`src/rtl/time_keeper.sv`:
```
// Time-of-day counter (hh:mm:ss) with debounced push-buttons and an hour-set mode.
// Feeds a clean button pulse and the current hour to the light controller.
module time_keeper #(
  parameter int CLK_HZ          = 1000,
  parameter int DEBOUNCE_CYCLES = 20,
  parameter int RESET_HOUR      = 0
) (
  input  logic       clk,
  input  logic       rst_n,
  input  logic       btn_raw,
  input  logic       set_raw,
  input  logic       set_mode,
  output logic       button,
  output logic [4:0] hour,
  output logic [5:0] minute,
  output logic [5:0] second,
  output logic       tick_1s,
  output logic       in_set
);

  localparam int PW = $clog2(CLK_HZ);
  localparam int DW = $clog2(DEBOUNCE_CYCLES + 1);

  localparam logic [0:0] RUN = 1'b0;
  localparam logic [0:0] SET = 1'b1;

  // Bit 0: btn_raw, bit 1: set_raw, bit 2: set_mode
  logic [2:0] sync1_reg;
  logic [2:0] sync2_reg;

  always_ff @(posedge clk or negedge rst_n) begin
    if (!rst_n) begin
      sync1_reg <= '0;
      sync2_reg <= '0;
    end else begin
      sync1_reg <= {set_mode, set_raw, btn_raw};
      sync2_reg <= sync1_reg;
    end
  end

  // press[0]: btn_raw press, press[1]: set_raw press; each high for one cycle
  // after the stable level rises.
  logic [1:0] press;

  generate
    for (genvar gi = 0; gi < 2; gi++) begin : g_db
      logic [DW-1:0] cnt_reg;
      logic          stable_reg;
      logic          press_reg;

      always_ff @(posedge clk or negedge rst_n) begin
        if (!rst_n) begin
          cnt_reg    <= '0;
          stable_reg <= 1'b0;
          press_reg  <= 1'b0;
        end else begin
          press_reg <= 1'b0;
          if (sync2_reg[gi] == stable_reg) begin
            cnt_reg <= '0;
          end else if (cnt_reg == DW'(DEBOUNCE_CYCLES - 1)) begin
            stable_reg <= sync2_reg[gi];
            cnt_reg    <= '0;
            press_reg  <= sync2_reg[gi];
          end else begin
            cnt_reg <= cnt_reg + DW'(1);
          end
        end
      end

      assign press[gi] = press_reg;
    end
  endgenerate

  logic [0:0]    state_reg;
  logic [PW-1:0] presc_reg;
  logic [4:0]    hour_reg;
  logic [5:0]    minute_reg;
  logic [5:0]    second_reg;
  logic          tick_reg;
  logic          button_reg;

  // All decisions use state_reg as it was before the edge, so events that
  // coincide with a mode change follow the old mode.
  always_ff @(posedge clk or negedge rst_n) begin
    if (!rst_n) begin
      state_reg  <= RUN;
      presc_reg  <= '0;
      hour_reg   <= 5'(RESET_HOUR);
      minute_reg <= '0;
      second_reg <= '0;
      tick_reg   <= 1'b0;
      button_reg <= 1'b0;
    end else begin
      state_reg  <= sync2_reg[2] ? SET : RUN;
      button_reg <= press[0] && (state_reg == RUN);

      if (state_reg == SET) begin
        presc_reg  <= '0;
        second_reg <= '0;
        tick_reg   <= 1'b0;
        if (press[1]) begin
          hour_reg <= (hour_reg == 5'd23) ? 5'd0 : hour_reg + 5'd1;
        end
      end else if (presc_reg == PW'(CLK_HZ - 1)) begin
        presc_reg <= '0;
        tick_reg  <= 1'b1;
        if (second_reg == 6'd59) begin
          second_reg <= '0;
          if (minute_reg == 6'd59) begin
            minute_reg <= '0;
            hour_reg   <= (hour_reg == 5'd23) ? 5'd0 : hour_reg + 5'd1;
          end else begin
            minute_reg <= minute_reg + 6'd1;
          end
        end else begin
          second_reg <= second_reg + 6'd1;
        end
      end else begin
        presc_reg <= presc_reg + PW'(1);
        tick_reg  <= 1'b0;
      end
    end
  end

  assign button  = button_reg;
  assign hour    = hour_reg;
  assign minute  = minute_reg;
  assign second  = second_reg;
  assign tick_1s = tick_reg;
  assign in_set  = state_reg;

endmodule

```
`config.mk`:
```
export PLATFORM = sky130hd
export DESIGN_NAME = time_keeper
export DESIGN_NICKNAME = d
export VERILOG_FILES = /design/src/rtl/time_keeper.sv
export SDC_FILE = /design/constraint.sdc
export NUM_CORES = 1
export LEC_CHECK = 0
export BUFFER_PORTS_ARGS = -buffer_cell sky130_fd_sc_hd__buf_2
export CORE_MARGIN = 5
export CORE_UTILIZATION = 55
export CTS_BUF_LIST = sky130_fd_sc_hd__clkbuf_4
export DETAILED_ROUTE_END_ITERATION = 8
export PLACE_DENSITY_LB_ADDON = 0.1
export SLEW_MARGIN = 30
export SYNTH_ARGS = -nofsm -noshare
export SYNTH_HDL_FRONTEND = slang
export SYNTH_SLANG_ARGS = --single-unit
```
`constraint.sdc`:
```
create_clock -name clk -period 2.2 [get_ports clk]
set_input_delay 0.22 -clock clk [delete_from_list [all_inputs] [get_ports clk]]
set_output_delay 0.22 -clock clk [all_outputs]
set_load 0.05 [all_outputs]
```
=== Word level (Yosys, flattened, before mapping) ===
Cells that the tools add are included.

* Register bits after elaboration: 50
* Input bits: 5
* Word-level logic and storage cells: 64

* Add/subtract/negate cells: 6
* Eq/ne operators: 9
* Multiplexer cells: 23
* Bitwise logic cells: 3
* Reduce and logical (&&, ||, !) cells: 8

{| class="wikitable"
|+ Operator list
! cell !! number
|-
| $mux W5 || 10
|-
| $mux W6 || 4
|-
| $mux W10 || 2
|-
| $add A5 B1 Y5 const B || 3
|-
| $eq A5 B5 Y1 const B || 3
|-
| $add A6 B1 Y6 const B || 2
|-
| $eq A6 B6 Y1 const B || 2
|-
| $add A10 B1 Y10 const B || 1
|-
| $eq A10 B10 Y1 const B || 1
|-
| $mux W1 || 7
|-
| $reduce_bool A2 Y1 || 3
|-
| $reduce_and A2 Y1 || 2
|-
| $reduce_and A4 Y1 || 1
|-
| $not A1 Y1 || 3
|-
| $reduce_and A3 Y1 || 1
|-
| $eq A1 B1 Y1 || 2
|-
| $ne A2 B2 Y1 const B || 1
|-
| $logic_and A1 B1 Y1 || 1
|}

=== Logic depth before layout (Yosys ltp) ===
* Word-level depth: 6
* Mapped depth: 8

=== Worst setup path after synthesis ===
Ideal clock, no wire load.

* Kind: register -> register
* Start point: register second_reg[0] (netlist: second[0])
* End point: register hour_reg[4] (netlist: hour[4])
* Setup time: 0.068 ns
* Data arrival time: 2.137 ns
* Data required time: 2.132 ns
* Setup slack: -0.004 ns
* Cell stages (with the launch flop): 7
* Path buffers: 0
* Clock period less this slack: 2.204 ns
* Path through: dfrtp_1 -> ha_1 -> nand4_1 -> nor2_1 -> a32oi_4 -> or4b_1 -> nand2_1

* Cells in the longest elaborated chain, start to end: 3

{| class="wikitable"
|+ RTL lines
! element !! RTL line !! RTL
|-
| start, declared || 78 || <nowiki>logic [5:0] second_reg;</nowiki>
|-
| start signal, assigned || 116 || <nowiki>second_reg <= second_reg + 6'd1;</nowiki>
|-
| $eq A6 B6 Y1 || 107 || <nowiki>if (second_reg == 6'd59) begin</nowiki>
|-
| $reduce_bool A2 Y1 (no source line) || n/a ||
|-
| $reduce_and A4 Y1 (no source line) || n/a ||
|-
| end signal, assigned || 88 || <nowiki>hour_reg <= 5'(RESET_HOUR);</nowiki>
|-
| end signal, assigned || 102 || <nowiki>hour_reg <= (hour_reg == 5'd23) ? 5'd0 : hour_reg + 5'd1;</nowiki>
|-
| end signal, assigned || 111 || <nowiki>hour_reg <= (hour_reg == 5'd23) ? 5'd0 : hour_reg + 5'd1;</nowiki>
|-
| end, declared || 76 || <nowiki>logic [4:0] hour_reg;</nowiki>
|}

Every way passes these cells.
A chain may end at the register's enable or synchronous reset.

=== Worst setup path after layout ===
* Start point: register presc_reg[0]
* End point: register hour_reg[4] (netlist: hour[4])

* Cells in the longest elaborated chain, start to end: 3

{| class="wikitable"
|+ RTL lines
! element !! RTL line !! RTL
|-
| start, declared || 75 || <nowiki>logic [PW-1:0] presc_reg;</nowiki>
|-
| start signal, assigned || 119 || <nowiki>presc_reg <= presc_reg + PW'(1);</nowiki>
|-
| $eq A10 B10 Y1 || 104 || <nowiki>end else if (presc_reg == PW'(CLK_HZ - 1)) begin</nowiki>
|-
| $reduce_bool A2 Y1 (no source line) || n/a ||
|-
| $reduce_and A4 Y1 (no source line) || n/a ||
|}

Every way passes these cells.

==> run metrics <==
CTS tree done; wire length of the first global-routing pass 7180 um; final-layout setup total negative slack 0 ns; met3 wire length 171 um; Antenna Cells 0; fraction of layout cells with a size suffix above 1 0.220; Tcrit/Tclk final 0.946; Post-CTS Setup Repair Bufs 0; crit-path max cell delay 0.53 ns; data arrival time of the worst path 2.39 ns; CTS max path bufs 2; Clk network pwr share 0.382; Final #Nets 242; Layout Skew 0.00767 ns; Horiz. Die Dim 72.8 um; status complete, no violations; Vias per Instance 5.55; number of hold buffers added after CTS 4; commonest non-fill, non-tap cells in the layout 49 x sky130_fd_sc_hd__dfrtp_1, 27 x sky130_fd_sc_hd__nor2_1, 24 x sky130_fd_sc_hd__buf_2, 18 x sky130_fd_sc_hd__nand2_1, 15 x sky130_fd_sc_hd__nand3_1; routed length on met2 2050 um; most common cell after layout, fill and taps aside sky130_fd_sc_hd__dfrtp_1; largest net degree at the start of global routing 33; post-cts resize count 0; number of standard cells after synthesis 190; level count of the clock H-tree 2; clk sink count 50; post-placement cell area 2390 um^2; count of final max-slew check failures 0; maxcap violations 0; IR drop worst, VDD 0.525 mV; y dimension of the die 72.8 um; post-synthesis average cell area 11.4 um^2; part of the total power dissipated in sequential elements 0.574; via count 1,554; Row Count 22; synth unique cells 36; cell with the largest stage delay on the worst path sky130_fd_sc_hd__or4b_1; routed wire length 3950 um; TritonRoute pass-1 iters 4; Power Density 654 nW/um^2; category of the critical setup timing path flop to flop; metal1 wirelength 1670 um; setup-violating endpoint count in the final report 0; worst hold slack 0.374 ns; type of the most critical hold path flop to flop; Residual DRC 0; area of the placeable core 3740 um^2; r2r endpoint hour[4]$_DFFE_PN0P_; Clk pin slew, worst setup/hold paths 0.14 ns; number of synthesized flops with an enable pin 0; fraction of power spent switching nets 0.205; number of instances on the worst hold path 0; most used flip-flop cell after synthesis sky130_fd_sc_hd__dfrtp_1; die footprint 5300 um^2; number of antenna violations at the first check in global routing 0; capture endpoint of the worst hold path in_set$_DFF_PN0_; number of nets with antenna violations after routing 0; uppermost routed layer met4; Port Buffers 24; post-route minimum period 2.08 ns; number of ports placed on the die boundary 25; register-to-register setup slack 0.12 ns; gpl congestion 0.799; fraction of the yosys area taken by sequential cells 0.577; total internal power 0.00132 W; later-pin clock latency in the skew report 0.35 ns; net switching power of the design 0.000341 W; area growth from synthesis to layout 17.2%; Hold Crit Start sync2_reg[2]$_DFF_PN0_; startpoint types flop; Final Cell Area 2540 um^2; Rel. slew slack 0.540; number of hold violations in the final report 0; sort of element at the end of the critical path flop; Num CTS Buffers 5; post-synthesis sequential element count 50; average detailed-routed wire length per instance 14.1 um; fraction of synthesis flops using an asynchronous set or reset pin 1.00; RSZ-0062 raised after global routing false; warnings from Yosys 0; length in cells of the worst reg-to-reg path 8; post-synthesis instance area 2170 um^2; timing-limited maximum frequency 480 MHz; Synthesized Nets 201; initial cell density of the core 0.579; Leak 1.24 nW; required arrival time at the worst endpoint 2.51 ns; overflow left after global routing 0; critical-path cell list ha_1 -> nand4bb_4 -> nor3_4 -> nand2_4 -> inv_6 -> a32oi_4 -> or4b_1 -> nand2_1; initial DRC count 126; Tot GR Track Use 0.174; maximum fanout along the worst path 9; R2R Path Start presc_reg[0]$_DFF_PN0_; combinational share of power 0.044; Detail Placement HPWL 2950 um; CTS Root Cell sky130_fd_sc_hd__clkbuf_4; transition time of the tightest slew-check pin 0.690 ns; via count of the first global-routing pass 1,628
-- worst max-delay path by stage --
stage / from / end / cells after the start
finish: presc_reg[0]$_DFF_PN0_ / hour[4]$_DFFE_PN0P_ / 8
global route: presc_reg[0]$_DFF_PN0_ / hour[4]$_DFFE_PN0P_ / 8
CTS: presc_reg[0]$_DFF_PN0_ / hour[4]$_DFFE_PN0P_ / 8
detailed placement: presc_reg[0]$_DFF_PN0_ / hour[4]$_DFFE_PN0P_ / 8
global placement: presc_reg[0]$_DFF_PN0_ / hour[4]$_DFFE_PN0P_ / 8
floorplan: second[1]$_DFFE_PN0P_ / hour[4]$_DFFE_PN0P_ / 6
-- cell families after synthesis --
logic type | synth area share
AND/OR/NAND/NOR | 0.210
flip-flops | 0.577
AO/OA/AOI/OAI | 0.0785
XOR/XNOR | 0.0767
adder cells (fa/ha/maj) | 0.0346
buffers and inverters | 0.00750
multiplexers | 0.0156
-- metrics by stage --
step / total power, W / instances / util / worst slack, ns
after floorplan: 0.00100 / 190 / - / 0.00599
after global placement: 0.00104 / 268 / 0.640 / 0.237
after detailed placement: 0.00104 / 268 / 0.640 / 0.161
after CTS: 0.00169 / 280 / 0.679 / 0.117
after global routing: 0.00175 / 280 / 0.679 / 0.000344
final: 0.00166 / 280 / 0.679 / 0.119
-- critical path: cells and delay by family, from the launching register on --
family | cells | cell delay [ns]
adder cells (fa/ha/maj) | 1 | 0.28
AO/OA/AOI/OAI | 1 | 0.15
AND/OR/NAND/NOR | 5 | 1.10
buffers and inverters | 1 | 0.09
flip-flops | 1 | 0.43
-- power by group through the flow --
| stage | logic, W | clock network [W] | registers, W |
|---|---|---|---|
| CTS | 0.0000748 | 0.000658 | 0.000955 |
| floorplan | 0.0000291 | 0 | 0.000973 |
| global placement | 0.0000660 | 0 | 0.000970 |
| global route | 0.0000856 | 0.000705 | 0.000958 |
| detailed placement | 0.0000688 | 0 | 0.000972 |
| finish | 0.0000727 | 0.000635 | 0.000955 |
-- synthesized netlist by cell type (all sizes together), types with 2 or more instances --
cell | number | share of area
nor3b | 2 | 0.0069
nor2 | 27 | 0.047
mux2 | 3 | 0.016
dfrtp | 50 | 0.58
nand3 | 15 | 0.035
o21ai | 11 | 0.025
nor2b | 2 | 0.0058
o31ai | 6 | 0.023
nor3 | 3 | 0.012
and2 | 3 | 0.0087
nand2 | 19 | 0.036
and3 | 3 | 0.0092
xnor2 | 8 | 0.032
nand4 | 3 | 0.0087
nand2b | 2 | 0.0058
xor2 | 11 | 0.044
ha | 6 | 0.035
inv | 3 | 0.0075
-- routing by layer --
layer,vias up,track usage
met5,-,0
met3,8,0.0523
met4,0,0.0635
met1,769,0.213
met2,35,0.291
li1,742,-
-- cell type report --
cell class | instances | area, um^2
Clock buffer | 5 | 37.5
Clock inverter | 3 | 68.8
Fill cell | 308 | 1200
Inverter | 3 | 16.3
Multi-Input combinational cell | 137 | 901
Sequential cell | 50 | 1250
Tap cell | 48 | 60.1
Timing Repair Buffer | 34 | 205
(Power assumes the default switching activity.)
